$ cat config.mk
export PLATFORM = sky130hd
export DESIGN_NAME = pipe_skid_latch_flat
export DESIGN_NICKNAME = d
export VERILOG_FILES = /design/src/rtl/cpu_types_pkg.sv /design/src/rtl/pipe_skid_latch_if.sv /design/src/rtl/pipe_reg_slice.sv /design/src/rtl/pipe_skid_latch.sv /design/src/flat_wrapper.sv
export SDC_FILE = /design/constraint.sdc
export NUM_CORES = 1
export LEC_CHECK = 0
export ABC_AREA = 0
export BUFFER_PORTS_ARGS = -buffer_cell sky130_fd_sc_hd__buf_4
export CAP_MARGIN = 20
export CORE_MARGIN = 4
export CORE_UTILIZATION = 54
export CTS_CLUSTER_SIZE = 16
export DETAILED_ROUTE_END_ITERATION = 8
export PLACE_DENSITY_LB_ADDON = 0.3
export SETUP_SLACK_MARGIN = 0.4
export SYNTH_ARGS = -nofsm -noshare
export SYNTH_HDL_FRONTEND = slang
export SYNTH_SLANG_ARGS = --single-unit
$ cat constraint.sdc
create_clock -name CLK -period 2.3 [get_ports CLK]
set_input_delay 0.23 -clock CLK [delete_from_list [all_inputs] [get_ports CLK]]
set_output_delay 0.23 -clock CLK [all_outputs]
set_load 0.01 [all_outputs]
$ cat src/rtl/cpu_types_pkg.sv
// Shared CPU types: machine word, pipeline-latch payload width and latch FSM states.
package cpu_types_pkg;

  typedef logic [31:0] word_t;

  localparam int WORD_W       = $bits(word_t);
  // Default stage payload is two words, e.g. instruction plus pc+4.
  localparam int LATCH_DATA_W = 2 * WORD_W;

  // Occupancy states of a pipeline latch; the encoding equals the entry count.
  typedef enum logic [1:0] {
    EMPTY = 2'd0,
    ONE   = 2'd1,
    TWO   = 2'd2
  } latch_state_t;

endpackage

$ cat src/rtl/pipe_skid_latch_if.sv
// Valid/ready handshake bundle between two pipeline stages, plus flush and occupancy.
interface pipe_skid_latch_if
  import cpu_types_pkg::*;
#(
  parameter int DATA_W = LATCH_DATA_W
);

  logic              in_valid;
  logic [DATA_W-1:0] in_data;
  logic              in_ready;
  logic              out_valid;
  logic [DATA_W-1:0] out_data;
  logic              out_ready;
  logic              flush;
  logic [1:0]        count;

  // Environment side: drives the upstream payload and the downstream ready.
  modport master (
    output in_valid, in_data, out_ready, flush,
    input  in_ready, out_valid, out_data, count
  );

  // Latch side.
  modport slave (
    input  in_valid, in_data, out_ready, flush,
    output in_ready, out_valid, out_data, count
  );

endinterface

$ cat src/rtl/pipe_reg_slice.sv
// One payload register with its valid bit; clear wins over load.
module pipe_reg_slice #(
  parameter int DATA_W = 64
) (
  input  logic              clk,
  input  logic              rst_n,
  input  logic              i_clear,
  input  logic              i_load,
  input  logic [DATA_W-1:0] i_data,
  output logic              o_valid,
  output logic [DATA_W-1:0] o_data
);

  logic              r_valid;
  logic [DATA_W-1:0] r_data;

  // Entry register: clear empties and zeroes, load captures a new payload.
  always_ff @(posedge clk or negedge rst_n) begin
    // NOTE: the payload is reset too, so a drained latch presents zeros rather than stale data.
    if (!rst_n) begin
      r_valid <= 1'b0;
      r_data  <= '0;
    end else if (i_clear) begin
      // NOTE: non-blocking assignments so every flop samples pre-edge values regardless of block order.
      r_valid <= 1'b0;
      r_data  <= '0;
    end else if (i_load) begin
      r_valid <= 1'b1;
      r_data  <= i_data;
    end
  end

  assign o_valid = r_valid;
  assign o_data  = r_data;

endmodule

$ cat src/rtl/pipe_skid_latch.sv
// Pipeline stage latch: two-entry skid buffer with registered in_ready (SKID=1)
// or single-entry latch with pass-through ready (SKID=0). Flush empties it.
module pipe_skid_latch
  import cpu_types_pkg::*;
#(
  parameter int DATA_W = LATCH_DATA_W,
  parameter bit SKID   = 1'b1
) (
  input logic              CLK,
  input logic              nRST,
  pipe_skid_latch_if.slave bus
);

  latch_state_t      r_state;
  latch_state_t      w_next_state;
  logic              w_in_ready;
  logic              w_xfer_in;
  logic              w_xfer_out;
  logic              w_main_load;
  logic              w_main_clear;
  logic              w_main_from_skid;
  logic              w_skid_load;
  logic              w_skid_clear;
  logic              w_main_valid;
  logic              w_skid_valid;
  logic [DATA_W-1:0] w_main_din;
  logic [DATA_W-1:0] w_main_data;
  logic [DATA_W-1:0] w_skid_data;

  // A flush squashes the incoming payload; a consume coincident with flush still counts.
  assign w_xfer_in  = bus.in_valid && w_in_ready && !bus.flush;
  assign w_xfer_out = w_main_valid && bus.out_ready;

  // Occupancy state register.
  always_ff @(posedge CLK or negedge nRST) begin
    if (!nRST) r_state <= EMPTY;
    else       r_state <= w_next_state;
  end

  // Next occupancy from the in/out transfers; flush overrides everything.
  always_comb begin
    // NOTE: the default assignment up front covers every path, so no latch is inferred.
    w_next_state = r_state;
    case (r_state)
      EMPTY: if (w_xfer_in) w_next_state = ONE;
      ONE: begin
        if (w_xfer_out && !w_xfer_in)            w_next_state = EMPTY;
        else if (SKID && w_xfer_in && !w_xfer_out) w_next_state = TWO;
      end
      TWO:     if (w_xfer_out) w_next_state = ONE;
      default: w_next_state = EMPTY;
    endcase
    if (bus.flush) w_next_state = EMPTY;
  end

  // Entry controls: where the incoming payload lands and which entries drain.
  always_comb begin
    w_main_load      = 1'b0;
    w_main_clear     = 1'b0;
    w_main_from_skid = 1'b0;
    w_skid_load      = 1'b0;
    w_skid_clear     = 1'b0;
    case (r_state)
      EMPTY: w_main_load = w_xfer_in;
      ONE: begin
        w_main_load  = w_xfer_in && w_xfer_out;
        w_main_clear = w_xfer_out && !w_xfer_in;
        w_skid_load  = w_xfer_in && !w_xfer_out;
      end
      TWO: begin
        w_main_load      = w_xfer_out;
        w_main_from_skid = w_xfer_out;
        w_skid_clear     = w_xfer_out;
      end
      default: begin
        w_main_clear = 1'b1;
        w_skid_clear = 1'b1;
      end
    endcase
    if (bus.flush) begin
      w_main_clear = 1'b1;
      w_skid_clear = 1'b1;
    end
  end

  assign w_main_din = w_main_from_skid ? w_skid_data : bus.in_data;

  pipe_reg_slice #(.DATA_W(DATA_W)) u_main (
    .clk     (CLK),
    .rst_n   (nRST),
    .i_clear (w_main_clear),
    .i_load  (w_main_load),
    .i_data  (w_main_din),
    .o_valid (w_main_valid),
    .o_data  (w_main_data)
  );

  generate
    if (SKID) begin : g_skid
      logic r_in_ready;

      pipe_reg_slice #(.DATA_W(DATA_W)) u_skid (
        .clk     (CLK),
        .rst_n   (nRST),
        .i_clear (w_skid_clear),
        .i_load  (w_skid_load),
        .i_data  (bus.in_data),
        .o_valid (w_skid_valid),
        .o_data  (w_skid_data)
      );

      // Registered ready: low only while both entries are full, no path from out_ready.
      always_ff @(posedge CLK or negedge nRST) begin
        if (!nRST) r_in_ready <= 1'b1;
        else       r_in_ready <= (w_next_state != TWO);
      end

      assign w_in_ready = r_in_ready;
    end else begin : g_no_skid
      logic w_unused_skid_ctl;

      assign w_skid_valid      = 1'b0;
      assign w_skid_data       = '0;
      assign w_unused_skid_ctl = w_skid_load ^ w_skid_clear;
      // Single entry: accept when empty or when the held payload leaves this cycle.
      assign w_in_ready        = bus.out_ready || !w_main_valid;
    end
  endgenerate

  assign bus.in_ready  = w_in_ready;
  assign bus.out_valid = w_main_valid;
  assign bus.out_data  = w_main_valid ? w_main_data : '0;
  assign bus.count     = {1'b0, w_main_valid} + {1'b0, w_skid_valid};

endmodule

$ cat src/flat_wrapper.sv
// flat-port wrapper written by rule: the top's interface ports become plain ports
module pipe_skid_latch_flat import cpu_types_pkg::*;
#(
  parameter int DATA_W = LATCH_DATA_W,
  parameter bit SKID   = 1'b1
)
  (CLK, nRST, bus_in_valid, bus_in_data, bus_out_ready, bus_flush, bus_in_ready, bus_out_valid, bus_out_data, bus_count);
  pipe_skid_latch_if #(.DATA_W(DATA_W)) bus_i ();
  input logic CLK;
  input logic nRST;
  input wire logic [$bits(bus_i.in_valid)-1:0] bus_in_valid;
  input wire logic [$bits(bus_i.in_data)-1:0] bus_in_data;
  input wire logic [$bits(bus_i.out_ready)-1:0] bus_out_ready;
  input wire logic [$bits(bus_i.flush)-1:0] bus_flush;
  output wire logic [$bits(bus_i.in_ready)-1:0] bus_in_ready;
  output wire logic [$bits(bus_i.out_valid)-1:0] bus_out_valid;
  output wire logic [$bits(bus_i.out_data)-1:0] bus_out_data;
  output wire logic [$bits(bus_i.count)-1:0] bus_count;
  assign bus_i.in_valid = bus_in_valid;
  assign bus_i.in_data = bus_in_data;
  assign bus_i.out_ready = bus_out_ready;
  assign bus_i.flush = bus_flush;
  assign bus_in_ready = bus_i.in_ready;
  assign bus_out_valid = bus_i.out_valid;
  assign bus_out_data = bus_i.out_data;
  assign bus_count = bus_i.count;
  pipe_skid_latch #(.DATA_W(DATA_W), .SKID(SKID)) u_core (.CLK(CLK), .nRST(nRST), .bus(bus_i));
endmodule
**Yosys cells after proc, flatten, opt, wreduce, memory -nomap -nowiden**

Index checks and enable logic that the tools add are counted.
W data, S select, Z words.

- Reduce and logical (&&, ||, !) cells: 14
- Equal/unequal tests: 3
- Add/sub/neg operators: 1
- Muxes and demuxes: 23

Operators with widths:

| kind | count |
|---|---|
| $mux W64 | 6 |
| $mux W2 | 5 |
| $mux W1 | 8 |
| $logic_and A1 B1 Y1 | 6 |
| $pmux W2 S3 | 1 |
| $pmux W1 S2 | 2 |
| $reduce_bool A2 Y1 | 2 |
| $reduce_or A2 Y1 | 2 |
| $logic_not A1 Y1 | 3 |
| $pmux W1 S3 | 1 |
| $add A1 B1 Y2 | 1 |
| $eq A2 B1 Y1 const B | 1 |
| $eq A2 B2 Y1 const B | 1 |
| $logic_not A2 Y1 | 1 |
| $ne A2 B2 Y1 const B | 1 |

- Logic and storage cells: 47
- Register bits: 133
- Output and inout port bits: 68

**Depth between registers and ports, before layout**

- Depth after elaboration: 8
- Depth in mapped cells: 7
- Depth with buffers taken out: 4

**By module**

From an unflattened synthesis, not the netlist that was laid out.

- Cells, all modules: 581
- Area total of the unflattened synthesis: 6,829.0 um^2

By module, submodules not included:

| module | area an instance (um^2) | cells each | times used |
|---|---|---|---|
| pipe_reg_slice | 2,636.3 | 209 | 2 |
| pipe_skid_latch | 1,556.5 | 163 | 1 |

**Worst setup path before layout**

Ideal clock, no wire load.

- Kind: reg-to-reg
- From: reg u_core.g_skid.r_in_ready (netlist: u_core.bus.in_ready)
- To: reg u_core.u_main.r_data[10] (netlist: u_core.u_main.o_data[10])
- Arrival time: 1,601 ps
- Data required time: 2,222 ps
- Library setup time: 78 ps
- Period minus slack after synthesis: 1,679 ps
- Path slack: 621 ps
- Cell stages (with the launch flop): 7
- Path buffers: 2
- Cells stage by stage: dfstp_2 > nand2_2 > or3_1 > a21o_1 > buf_6 > buf_8 > o2bb2ai_1

- Word-level cells in the longest chain between the ends: 7
- Elaborated cells on any way between the ends: 10
- Those cells by class: mux: 4; reduce/logical: 6

Ends and longest elaborated chain:

| element | RTL line | RTL |
|---|---|---|
| start, declared | pipe_skid_latch.sv:100 | `logic r_in_ready;` |
| start signal, assigned | pipe_skid_latch.sv:115 | `else r_in_ready <= (w_next_state != TWO);` |
| $logic_and A1 B1 Y1 (*) (2 in a row) | pipe_skid_latch.sv:31 | `assign w_xfer_in = bus.in_valid && w_in_ready && !bus.flush;` |
| $logic_not A1 Y1 | pipe_skid_latch.sv:67 | `w_main_clear = w_xfer_out && !w_xfer_in;` |
| $logic_and A1 B1 Y1 | pipe_skid_latch.sv:67 |  |
| $pmux W1 S2 | pipe_skid_latch.sv:63 | `case (r_state)` |
| $mux W1 | pipe_skid_latch.sv:80 | `if (bus.flush) begin` |
| $mux W64 or $reduce_bool A2 Y1 (tied branches) | n/a |  |
| end signal, assigned | pipe_reg_slice.sv:29 | `r_data <= i_data;` |
| end, declared | pipe_reg_slice.sv:15 | `logic [DATA_W-1:0] r_data;` |

Every way passes the cells marked *; elsewhere a longest branch is shown, timed or not.
A chain may end at the register's enable or synchronous reset.

**Worst setup path in the final report**

- From: reg u_core.g_skid.r_in_ready (netlist: u_core.bus.in_ready)
- To: reg u_core.u_main.r_data[22] (netlist: u_core.u_main.o_data[22])

Same word-level chain as after synthesis.

==> summary.md <==
| Metric | Value |
|---|---|
| Pwr/cell area | 789 nW/um^2 |
| Critical path origin | u_core.bus.in_ready |
| Final min period | between 1.5 and 2 ns |
| Flops & latches, synth | 133 |
| CTS Buf Count | 17 |
| Initial antenna violation count | 0 |
| Die W | around 120 microns |
| Die height | between 100 and 150 microns |
| Initial DRT Pass Iterations | 6 |
| Setup bufs post-CTS | 0 |
| Grt peak-use layer | met2 |
| Routability cong. | 0.791 |
| Initial Utilization | 56.1% |
| Min-delay src | bus_in_data[14] |
| Gr usage total | a little under a quarter |
| Ys flop type | dfrtp_1 |
| Post-synthesis cell type count | 34 |
| WL per Instance | a little over 20 microns |
| Clk Tree Root Cell | clkbuf_16 |
| Share of cells above drive strength 1 | about a third |
| Max-Cap Viols | 0 |
| Relative slew slack | between 70 and 80% |
| P_leak | ~4.2 nW |
| Top-count cell post-synth | dfrtp_1 |
| Setup Skew | 0.00884 ns |
| Critical path arrival | ~2.2 ns |
| Core area | approximately 11000 sq um |
| RSZ-0062 raised after global routing | true |
| Max clock buf depth | 2 |
| Final max-slew violation count | 0 |
| Initial DRC Count | between 200 and 300 |
| Worst Hold Class | in2reg |
| M3 GR Usage | 6.16% |
| First-pass GRT wire length | approximately 24000 microns |
| Syn nets | between 500 and 600 |
| Drt drc | 0 |
| Clock Pin Slew Worst Setup and Hold Paths | ~0.05 ns |
| Overflow after GRT | 0 |
| Final setup TNS | 0 ns |
| FMAX | roughly 0.55 GHz |
| Clock latency on the worst-skew pair | 0.41 ns |
| YS warnings | 0 |
| TritonCTS clock tree | yes |
| Largest net degree at the start of global routing | 81 |
| Critical path launch point type | register |
| Worst reg2reg path startpoint | u_core.bus.in_ready |
| Vias per cell | between 5 and 6 |
| Port Buf Inserts | between 100 and 150 |
| # fillers | ~800 |
| Finished Layout Cells | around 740 |
| EDFF count, synth | 0 |
| Top post-synthesis cells by count | 132 x dfrtp_1, 65 x and2_1, 64 x a22o_1, 64 x mux2i_1, 64 x o2bb2ai_1 |
| Final net count | between 600 and 700 |
| Die ar. | around 13000 sq um |
| Avg Inst Size Synth | around 13 sq um |
| Endpoints failing hold | 0 |
| Register area share after synthesis | 53.8% |
| Worst path required time | approximately 2.6 ns |
| Syn-to-layout area delta | 25.6% |
| Row Count | 38 |
| Post-synth top area share | between 50% and 60% |
| Drt total wl | approximately 15000 microns |
| H-tree Lvls | 4 |
| Asr flop ratio synth | 100% |
| Crit-path max FO | 45 |
| Peak VDD IR | roughly 520 uV |
| DRT antenna net count | 0 |
| Grt met2 use | 36.4% |
| Post-Syn Area | between 6000 and 7000 sq um |
| Mapped Cells | between 400 and 500 |
| Post-synth top area cell | dfrtp_1 |
| Final period util | 79.7% |
| GR Layer Usage met1 | roughly a third |
| Endpoints failing setup | 0 |
| DPL Wire Length | 8820 microns |
| Worst slew pin tran | 0.414 ns |
| Via count | around 4400 |
| Critical path type | reg2reg |
| Status | finished, final reports clean |
| Critical Path Sink Type | register |
| ANT cells | 0 |
| Clock sinks | roughly 130 |
| Vias in the first global route | roughly 4600 |
| Largest cells by area after synthesis | dfrtp_1 53%, mux2i_1 10%, a22o_1 9.1%, o2bb2ai_1 9.1%, and2_1 6.6% |
| I/O Pins | roughly 140 |
| Placed cell count | 711 |
| Overall power | roughly 6 mW |
-- routing by layer --
layer	part of all wire [%]	vias to the layer above	routed length, microns
met5	0	-	0
met4	0.63	0	96
met3	6.3	10	952
met2	49	129	7400
met1	44	2253	6720
li1	-	1989	-
-- timing repair --
item,4_1_cts,5_1_grt
endpoints found under the setup margin,108,90
gates cloned,0,2
resized for setup,3,8
endpoints found under the hold margin,20,0
pin swaps,0,1
hold buffers,1,0
-- critical path: stages, from the launching register on --
cell and delay (ns):
dfstp_2 0.57, nand2_4 0.10, or3_4 0.39, a21o_4 0.28, buf_12 0.20, o2bb2ai_1 0.18
-- sequential cells by signal, indices dropped and copies added (netlist names) --
name	count
u_core.u_main.o_data	64
u_core.g_skid.u_skid.o_valid	1
u_core.u_main.o_valid	1
u_core.r_state	2
u_core.bus.in_ready	1
u_core.g_skid.u_skid.o_data	64
-- kinds of logic after synthesis --
logic type	after synthesis	share of synthesized area (%)
flip-flops	133	53.8
AND/OR/NAND/NOR	82	8.49
adder cells (fa/ha/maj)	1	0.202
AO/OA/AOI/OAI	142	20.3
multiplexers	64	10.4
buffers and inverters	44	6.82
-- worst paths after layout --
check                      cells after the start  slack (ns)                               to
setup / recovery                               5        0.47         u_core.u_main.o_data[22]
hold / removal                                 2        0.05  u_core.g_skid.u_skid.o_data[14]
setup reg to reg                               5        0.47         u_core.u_main.o_data[22]
hold reg to reg                                1        0.48         u_core.u_main.o_data[48]
max in group asynchronous                      3        1.25              u_core.bus.in_ready
min in group asynchronous                      2        0.31         u_core.u_main.o_data[12]
-- layout by cell type, fill, tap and decap left out, types with 3 or more instances in the layout --
master	synthesis	layout
dfrtp_1	132	131
mux2i_1	64	64
a22o_1	64	64
buf_12	0	4
o2bb2ai_1	64	62
buf_4	8	142
a21oi_1	4	4
clkbuf_8	0	6
and2_1	65	64
nor2_1	4	4
clkinv_2	0	3
clkbuf_16	0	18
-- cell type report --
class / instances / area [sq um] / area share, %
flip-flops and latches: 133 / 3330 / 42.8
multi-input cells: 290 / 2480 / 31.9
repair buffers: 150 / 1220 / 15.7
clock buffers: 25 / 515 / 6.63
well taps: 140 / 175 / 2.25
clock inverters: 4 / 45.0 / 0.579
inverters: 1 / 3.75 / 0.0483
-- through the flow --
stage / instance area, sq um / setup WS (ns) / utilization, % / hold slack, ns
6_report: 7770 / 0.467 / 70.5 / 0.0499
5_1_grt: 7770 / 0.390 / 70.5 / 0.0379
4_1_cts: 7700 / 0.377 / 69.8 / 0.0344
3_5_place_dp: 7120 / 0.334 / 64.5 / 0.140
3_3_place_gp: 7120 / 0.407 / 64.5 / 0.139
2_1_floorplan: 6190 / 0.621 / - / -0.0656
-- power by group --
group          switching, mW  internal [mW]
logic                  0.510          0.417
registers              0.128           2.53
clock network          0.912           1.64
total                   1.55           4.58
Note: power is estimated with default switching activity, not from simulation.
